===== src/rtl/router_cfg_ctrl_if.sv =====
// ---------------------------------------------------------------------------
// router_cfg_ctrl_if
//   Host / router side signal bundle of the route-table configuration
//   sequencer.
//
//   master : host side  (drives writes, commit and sync; sees status and
//            the active route buses)
//   slave  : sequencer  (router_cfg_ctrl)
//
//   wr_en/wr_ch/wr_loc/wr_sel : shadow-table write, qualified by wr_ready
//   wr_ready                  : writes are accepted (IDLE or WAIT)
//   wr_err                    : one-cycle pulse after a rejected write
//   commit / sync             : apply request / safe-switch strobe
//   busy / done / dirty       : status
//   rloc / rsel               : active route table driven to the router
// ---------------------------------------------------------------------------
interface router_cfg_ctrl_if;
    logic        wr_en;
    logic [2:0]  wr_ch;
    logic [2:0]  wr_loc;
    logic [1:0]  wr_sel;
    logic        wr_ready;
    logic        wr_err;
    logic        commit;
    logic        sync;
    logic        busy;
    logic        done;
    logic        dirty;
    logic [23:0] rloc;
    logic [15:0] rsel;

    modport master (
        output wr_en, wr_ch, wr_loc, wr_sel, commit, sync,
        input  wr_ready, wr_err, busy, done, dirty, rloc, rsel
    );

    modport slave (
        input  wr_en, wr_ch, wr_loc, wr_sel, commit, sync,
        output wr_ready, wr_err, busy, done, dirty, rloc, rsel
    );
endinterface


===== src/rtl/router_cfg_ctrl.sv =====
// ---------------------------------------------------------------------------
// router_cfg_ctrl
//   Configuration sequencer for the 8-channel signal router. Keeps a
//   host-writable shadow route table and applies it to the active table
//   with break-before-make: changed channels are first forced to select 00
//   for BLANK_CYCLES cycles, then their location switches, then their new
//   select is applied. Commits can optionally wait for a SYNC strobe.
//
//   Ports:
//     clk_i : system clock
//     rst_i : asynchronous active-high reset
//     bus   : router_cfg_ctrl_if.slave (write port, commit/sync, status,
//             active RLoc[23:0] / RSel[15:0])
// ---------------------------------------------------------------------------
module router_cfg_ctrl #(
    parameter int BLANK_CYCLES = 4,   // legal 1..255
    parameter int WAIT_SYNC    = 1    // 1: commit waits for SYNC
) (
    input  logic             clk_i,
    input  logic             rst_i,
    router_cfg_ctrl_if.slave bus
);
    localparam logic [23:0] RESET_LOC  = 24'hFAC688;   // channel i -> location i
    localparam logic [7:0]  BLANK_LOAD = 8'(BLANK_CYCLES - 1);

    typedef enum logic [2:0] {
        ST_IDLE,
        ST_WAIT,
        ST_BLANK,
        ST_SWITCH,
        ST_MAKE
    } state_t;

    state_t      state_q, state_d;
    logic [23:0] sh_loc_q, sh_loc_d, act_loc_q, act_loc_d;
    logic [15:0] sh_sel_q, sh_sel_d, act_sel_q, act_sel_d;
    logic [7:0]  mask_q, mask_d, mask_now;
    logic [7:0]  cnt_q, cnt_d;
    logic        pending_q, pending_d;
    logic        done_q, done_d;
    logic        wr_err_q, wr_err_d;
    logic        dirty_q, dirty_d;

    logic        wr_ready, wr_legal, wr_accept;
    logic        eval_start, blank_load, switch_en, make_en;

    assign wr_ready  = (state_q == ST_IDLE) || (state_q == ST_WAIT);
    // Byte channels 0-3 reach locations 0..4, bit channels 4-7 reach 4..7.
    assign wr_legal  = bus.wr_ch[2] ? (bus.wr_loc >= 3'd4) : (bus.wr_loc <= 3'd4);
    assign wr_accept = bus.wr_en && wr_ready && wr_legal;
    assign wr_err_d  = bus.wr_en && wr_ready && !wr_legal;
    assign dirty_d   = (sh_loc_q != act_loc_q) || (sh_sel_q != act_sel_q);

    genvar gi;
    generate
        for (gi = 0; gi < 8; gi++) begin : g_ch
            localparam logic [2:0] CH = 3'(gi);
            logic hit;
            assign hit = wr_accept && (bus.wr_ch == CH);

            assign sh_loc_d[3*gi +: 3] = hit ? bus.wr_loc : sh_loc_q[3*gi +: 3];
            assign sh_sel_d[2*gi +: 2] = hit ? bus.wr_sel : sh_sel_q[2*gi +: 2];

            // Compared against the post-write shadow so a write in the same
            // cycle as the commit (or SYNC) is part of that commit.
            assign mask_now[gi] = (sh_loc_d[3*gi +: 3] != act_loc_q[3*gi +: 3]) ||
                                  (sh_sel_d[2*gi +: 2] != act_sel_q[2*gi +: 2]);

            assign act_loc_d[3*gi +: 3] = (switch_en && mask_q[gi]) ?
                                          sh_loc_q[3*gi +: 3] : act_loc_q[3*gi +: 3];

            assign act_sel_d[2*gi +: 2] = (blank_load && mask_now[gi]) ? 2'b00 :
                                          (make_en && mask_q[gi])      ? sh_sel_q[2*gi +: 2] :
                                                                         act_sel_q[2*gi +: 2];
        end
    endgenerate

    always_comb begin
        state_d    = state_q;
        cnt_d      = cnt_q;
        mask_d     = mask_q;
        pending_d  = pending_q;
        done_d     = 1'b0;
        eval_start = 1'b0;
        blank_load = 1'b0;
        switch_en  = 1'b0;
        make_en    = 1'b0;

        case (state_q)
            ST_IDLE: begin
                if (bus.commit) begin
                    if (WAIT_SYNC != 0) state_d = ST_WAIT;
                    else                eval_start = 1'b1;
                end
            end
            ST_WAIT: begin
                if (bus.sync) eval_start = 1'b1;
            end
            ST_BLANK: begin
                pending_d = pending_q | bus.commit;
                if (cnt_q == 8'd0) begin
                    state_d   = ST_SWITCH;
                    switch_en = 1'b1;
                end else begin
                    cnt_d = cnt_q - 8'd1;
                end
            end
            ST_SWITCH: begin
                pending_d = pending_q | bus.commit;
                state_d   = ST_MAKE;
                make_en   = 1'b1;
                done_d    = 1'b1;
            end
            ST_MAKE: begin
                // A queued commit re-evaluates the mask and never waits for SYNC.
                if (pending_q || bus.commit) begin
                    pending_d  = 1'b0;
                    eval_start = 1'b1;
                end else begin
                    state_d = ST_IDLE;
                end
            end
            default: state_d = ST_IDLE;
        endcase

        if (eval_start) begin
            if (mask_now == 8'd0) begin
                state_d = ST_IDLE;
                done_d  = 1'b1;
            end else begin
                state_d    = ST_BLANK;
                mask_d     = mask_now;
                cnt_d      = BLANK_LOAD;
                blank_load = 1'b1;
            end
        end
    end

    always_ff @(posedge clk_i or posedge rst_i) begin
        if (rst_i) begin
            state_q   <= ST_IDLE;
            sh_loc_q  <= RESET_LOC;
            sh_sel_q  <= 16'h0000;
            act_loc_q <= RESET_LOC;
            act_sel_q <= 16'h0000;
            mask_q    <= 8'd0;
            cnt_q     <= 8'd0;
            pending_q <= 1'b0;
            done_q    <= 1'b0;
            wr_err_q  <= 1'b0;
            dirty_q   <= 1'b0;
        end else begin
            state_q   <= state_d;
            sh_loc_q  <= sh_loc_d;
            sh_sel_q  <= sh_sel_d;
            act_loc_q <= act_loc_d;
            act_sel_q <= act_sel_d;
            mask_q    <= mask_d;
            cnt_q     <= cnt_d;
            pending_q <= pending_d;
            done_q    <= done_d;
            wr_err_q  <= wr_err_d;
            dirty_q   <= dirty_d;
        end
    end

    assign bus.wr_ready = wr_ready;
    assign bus.wr_err   = wr_err_q;
    assign bus.busy     = (state_q != ST_IDLE);
    assign bus.done     = done_q;
    assign bus.dirty    = dirty_q;
    assign bus.rloc     = act_loc_q;
    assign bus.rsel     = act_sel_q;
endmodule

===== src/flat_wrapper.sv =====
// flat-port wrapper written by rule: the top's interface ports become plain ports
module router_cfg_ctrl_flat 
#(
    parameter int BLANK_CYCLES = 4,                  
    parameter int WAIT_SYNC    = 1                               
)
  (clk_i, rst_i, bus_wr_en, bus_wr_ch, bus_wr_loc, bus_wr_sel, bus_commit, bus_sync, bus_wr_ready, bus_wr_err, bus_busy, bus_done, bus_dirty, bus_rloc, bus_rsel);
  router_cfg_ctrl_if bus_i ();
  input  logic clk_i;
  input  logic rst_i;
  input wire logic [$bits(bus_i.wr_en)-1:0] bus_wr_en;
  input wire logic [$bits(bus_i.wr_ch)-1:0] bus_wr_ch;
  input wire logic [$bits(bus_i.wr_loc)-1:0] bus_wr_loc;
  input wire logic [$bits(bus_i.wr_sel)-1:0] bus_wr_sel;
  input wire logic [$bits(bus_i.commit)-1:0] bus_commit;
  input wire logic [$bits(bus_i.sync)-1:0] bus_sync;
  output wire logic [$bits(bus_i.wr_ready)-1:0] bus_wr_ready;
  output wire logic [$bits(bus_i.wr_err)-1:0] bus_wr_err;
  output wire logic [$bits(bus_i.busy)-1:0] bus_busy;
  output wire logic [$bits(bus_i.done)-1:0] bus_done;
  output wire logic [$bits(bus_i.dirty)-1:0] bus_dirty;
  output wire logic [$bits(bus_i.rloc)-1:0] bus_rloc;
  output wire logic [$bits(bus_i.rsel)-1:0] bus_rsel;
  assign bus_i.wr_en = bus_wr_en;
  assign bus_i.wr_ch = bus_wr_ch;
  assign bus_i.wr_loc = bus_wr_loc;
  assign bus_i.wr_sel = bus_wr_sel;
  assign bus_i.commit = bus_commit;
  assign bus_i.sync = bus_sync;
  assign bus_wr_ready = bus_i.wr_ready;
  assign bus_wr_err = bus_i.wr_err;
  assign bus_busy = bus_i.busy;
  assign bus_done = bus_i.done;
  assign bus_dirty = bus_i.dirty;
  assign bus_rloc = bus_i.rloc;
  assign bus_rsel = bus_i.rsel;
  router_cfg_ctrl #(.BLANK_CYCLES(BLANK_CYCLES), .WAIT_SYNC(WAIT_SYNC)) u_core (.clk_i(clk_i), .rst_i(rst_i), .bus(bus_i));
endmodule

===== config.mk =====
export PLATFORM = sky130hd
export DESIGN_NAME = router_cfg_ctrl_flat
export DESIGN_NICKNAME = d
export VERILOG_FILES = /design/src/rtl/router_cfg_ctrl_if.sv /design/src/rtl/router_cfg_ctrl.sv /design/src/flat_wrapper.sv
export SDC_FILE = /design/constraint.sdc
export NUM_CORES = 1
export LEC_CHECK = 0
export ABC_CLOCK_PERIOD_IN_PS = 4110
export CELL_PAD_IN_SITES_DETAIL_PLACEMENT = 1
export CELL_PAD_IN_SITES_GLOBAL_PLACEMENT = 2
export CORE_UTILIZATION = 35
export DETAILED_ROUTE_END_ITERATION = 8
export PLACE_DENSITY_LB_ADDON = 0.1
export SLEW_MARGIN = 20
export SYNTH_ARGS = -nofsm -noshare
export SYNTH_HDL_FRONTEND = slang
export SYNTH_SLANG_ARGS = --single-unit

===== constraint.sdc =====
create_clock -name clk_i -period 4.11 [get_ports clk_i]
set_input_delay 0.822 -clock clk_i [delete_from_list [all_inputs] [get_ports clk_i]]
set_output_delay 0.822 -clock clk_i [all_outputs]
set_load 0.05 [all_outputs]

==> results.json <==
{
  "grt-ovfl-total": 0,
  "mappedNetlistNets": 584,
  "num_rows": 46,
  "hp-class": "register to register",
  "finalSetupViolations": 0,
  "synth.lib_cells_used.distinct": 66,
  "final_antenna_net_count": 0,
  "postSynthAreaPerCell_sq_um": 10.2,
  "global_route.usage.total": 0.229,
  "grt_start_max_net_pins": 61,
  "numClockSinks": 103,
  "asyncSetResetFlopFracSynth": 1.00,
  "holdBufCountCts": 0,
  "dp_worst_setup_slack_ns": -0.0867,
  "cts.path.max_buffers": 2,
  "chipHeight_um": 131,
  "die_width_um": 131,
  "power_w": 0.00617,
  "worstPathCellList": "clkdlybuf4s50_1 > or4b_1 > o31ai_2 > a21oi_1 > or4_1 > nor4_4 > nand4_4 > a2111oi_2",
  "synth-seq-cells": 103,
  "dr.first_iter.drc_count": 282,
  "h-tree-depth": 3,
  "max_stage_delay_ns": 0.63,
  "floorplan.die_area_sq_um": 17100,
  "worst_setup_path_start_kind": "primary input",
  "clock_skew_ns": 0.0101,
  "synth_seq_area_share": 0.451,
  "io_pins": 58,
  "timing.final.crit_period_ns": 3.84,
  "worst-endpoint-arrival_ns": 4.07,
  "setup.worst_path.end_class": "register",
  "synth_ff_type": "dfrtp_1",
  "synthesis.yosys.warnings": 0,
  "grt_first_pass_wirelength_mm": 28.7,
  "flow.area_growth_from_synthesis_pct": 23.4,
  "detail_route.wirelength_mm": 18.2,
  "routedWlPerCell_um": 21.0,
  "run_status": "finished, final reports clean",
  "cp_num_buf_inv": 1,
  "vias_in_the_first_global_route": 4963,
  "power.density_cell_area_nw_per_um2": 865,
  "fin_ws_ns": 0.275,
  "cts.clk_slew.worst_paths_ns": 0.07,
  "clk_latency_ns": 0.36,
  "syn-cell-area_sq_um": 5790,
  "final_common_cell": "dfrtp_1",
  "detailedRoute.firstPassIterationCount": 4,
  "critPathKind": "primary input to register",
  "io_buffer_count": 57,
  "gpl.final_weighted_congestion": 0.825,
  "finish.net_count": 660,
  "worst_vdd_rail_ir_drop_mv": 0.356,
  "detailed_place_hpwl_mm": 13.8,
  "cts_tree": "done",
  "finalCritPeriodShare": 0.933,
  "antenna-diode-count": 0,
  "relSlewSlack": 0.469,
  "cts_root_buf": "clkbuf_16",
  "final-max-slew-violation-count": 0,
  "maxCapViolations": 0,
  "fillCellCount": 1828,
  "count_of_final_hold_check_violations": 0,
  "initial_antenna_violation_count": 0,
  "grt_setup_unrepaired": "no",
  "kind_of_cell_adding_the_most_delay_to_the_critical_path": "simple AND/OR/NAND/NOR gates",
  "p_leak_nw": 2.93,
  "number_of_clock_buffers_inserted_by_tritoncts": 9,
  "worstPathRequired_ns": 4.34,
  "timing_worst_slew_pin_value_ns": 0.797,
  "drc": 0,
  "timing.critical_path.slowest_stage_cell": "or4b_1",
  "most-common-layout-cells": "79 x dfrtp_1, 66 x nand2_1, 57 x clkdlybuf4s50_1",
  "route.detailed.vias_per_inst": 5.46,
  "fp.coreArea_sq_um": 16000,
  "number_of_enable_type_register_cells_in_the_synthesized_netlist": 0,
  "postSynthCellCount": 569,
  "fmaxAchievable_mhz": 261,
  "via_count": 4731,
  "path_max_fanout": 11,
  "postCtsSetupBuffers": 0,
  "start_util": 0.362,
  "drive_above_1_share": 0.217,
  "post_cts_resized": 0
}
==> stage by stage <==
| stage | cell area [sq um] | std cells | setup TNS [ns] | util | hold WS, ns |
|---|---|---|---|---|---|
| floorplan | 5790 | 569 | 0 | - | 0.485 |
| global placement | 6790 | 850 | 0 | 0.425 | 0.505 |
| detailed placement | 6800 | 850 | -0.379 | 0.425 | 0.505 |
| CTS | 7140 | 866 | 0 | 0.446 | 0.518 |
| global route | 7140 | 866 | 0 | 0.446 | 0.535 |
| finish | 7140 | 866 | 0 | 0.446 | 0.515 |
==> cell families after synthesis <==
| logic type | count (synthesis) | share of synthesized area |
|---|---|---|
| adder cells (fa/ha/maj) | 2 | 0.00432 |
| AO/OA/AOI/OAI | 99 | 0.117 |
| AND/OR/NAND/NOR | 215 | 0.209 |
| flip-flops | 103 | 0.451 |
| XOR/XNOR | 63 | 0.0954 |
| multiplexers | 48 | 0.0945 |
| buffers and inverters | 39 | 0.0294 |
==> state kept, by name, indices dropped and copies added (netlist names) <==
signal and count:
u_core.bus.dirty 1, u_core.bus.done 1, u_core.bus.rloc 24, u_core.bus.rsel 16, u_core.bus.wr_err 1, u_core.cnt_q 8
u_core.mask_q 8, u_core.pending_q 1, u_core.sh_loc_q 24, u_core.sh_sel_q 16, u_core.state_q 3
==> worst register-to-register path: stages (launching register included) <==
cell and delay (ns):
dfrtp_1 0.60, or4b_1 0.78, o31ai_2 0.36, a21oi_1 0.11, or4_1 0.57, nor4_4 0.26
nand4_4 0.29, a2111oi_2 0.48
==> per-layer routing <==
layer | GRT usage | up-vias | part of all wire
li1 | - | 2202 | -
met1 | 0.312 | 2435 | 0.46
met2 | 0.373 | 81 | 0.49
met3 | 0.0456 | 13 | 0.042
met4 | 0.0554 | 0 | 0.011
met5 | 0 | - | 0
==> cell usage after synthesis (all sizes together), types with 3 or more instances <==
| cell type | n | area share |
|---|---|---|
| a2111oi | 5 | 0.014 |
| a211o | 3 | 0.0045 |
| a21o | 6 | 0.0078 |
| a21oi | 37 | 0.032 |
| a31oi | 3 | 0.0032 |
| and2 | 3 | 0.0032 |
| and3 | 6 | 0.0065 |
| and4 | 3 | 0.0045 |
| buf | 11 | 0.011 |
| clkbuf | 16 | 0.010 |
| dfrtp | 79 | 0.34 |
| dfstp | 24 | 0.11 |
| inv | 12 | 0.0078 |
| mux2 | 43 | 0.084 |
| mux2i | 5 | 0.011 |
| nand2 | 66 | 0.043 |
| nand2b | 7 | 0.0076 |
| nand3 | 36 | 0.031 |
| nand4 | 20 | 0.024 |
| nand4b | 3 | 0.0045 |
| nor2 | 22 | 0.014 |
| nor2b | 4 | 0.0043 |
| nor3 | 6 | 0.0052 |
| nor4 | 14 | 0.021 |
| o21a | 4 | 0.0052 |
| o21ai | 19 | 0.016 |
| o31ai | 7 | 0.012 |
| or3 | 4 | 0.0043 |
| or3b | 3 | 0.0050 |
| or4 | 7 | 0.0091 |
| xnor2 | 43 | 0.065 |
| xor2 | 20 | 0.030 |
==> area by class of cell <==
cell class | count | area [sq um] | share of cell area
multi-input combinational | 427 | 3010 | 0.422
timing repair buffer | 92 | 858 | 0.120
clock inverter | 2 | 60.1 | 0.00841
sequential | 103 | 2610 | 0.365
clock buffer | 14 | 284 | 0.0398
tap | 216 | 270 | 0.0378
inverter | 12 | 47.5 | 0.00666
==> worst paths after layout <==
kind / start / endpoint / slack [ns] / cells after the start
setup reg to reg: u_core.state_q[2]$_DFFE_PP0P_ / u_core.cnt_q[3]$_DFF_PP0_ / 0.55 / 7
max in group asynchronous: rst_i / u_core.sh_loc_q[23]$_DFF_PP1_ / 2.36 / 3
min in group asynchronous: rst_i / u_core.state_q[0]$_DFFE_PP0P_ / 0.96 / 2
hold reg to reg: u_core.sh_loc_q[20]$_DFF_PP1_ / u_core.sh_loc_q[20]$_DFF_PP1_ / 0.52 / 1
setup / recovery: bus_wr_en / u_core.cnt_q[3]$_DFF_PP0_ / 0.27 / 8
hold / removal: u_core.sh_loc_q[20]$_DFF_PP1_ / u_core.sh_loc_q[20]$_DFF_PP1_ / 0.52 / 1
==> power by group <==
part           switching (W)  internal [W]  leakage (nW)
clock network       0.000386      0.000601         0.169
registers           0.000591       0.00152          1.27
logic                0.00179       0.00128          1.48
total                0.00277       0.00341          2.93
Power figures use the tool's default switching activity.
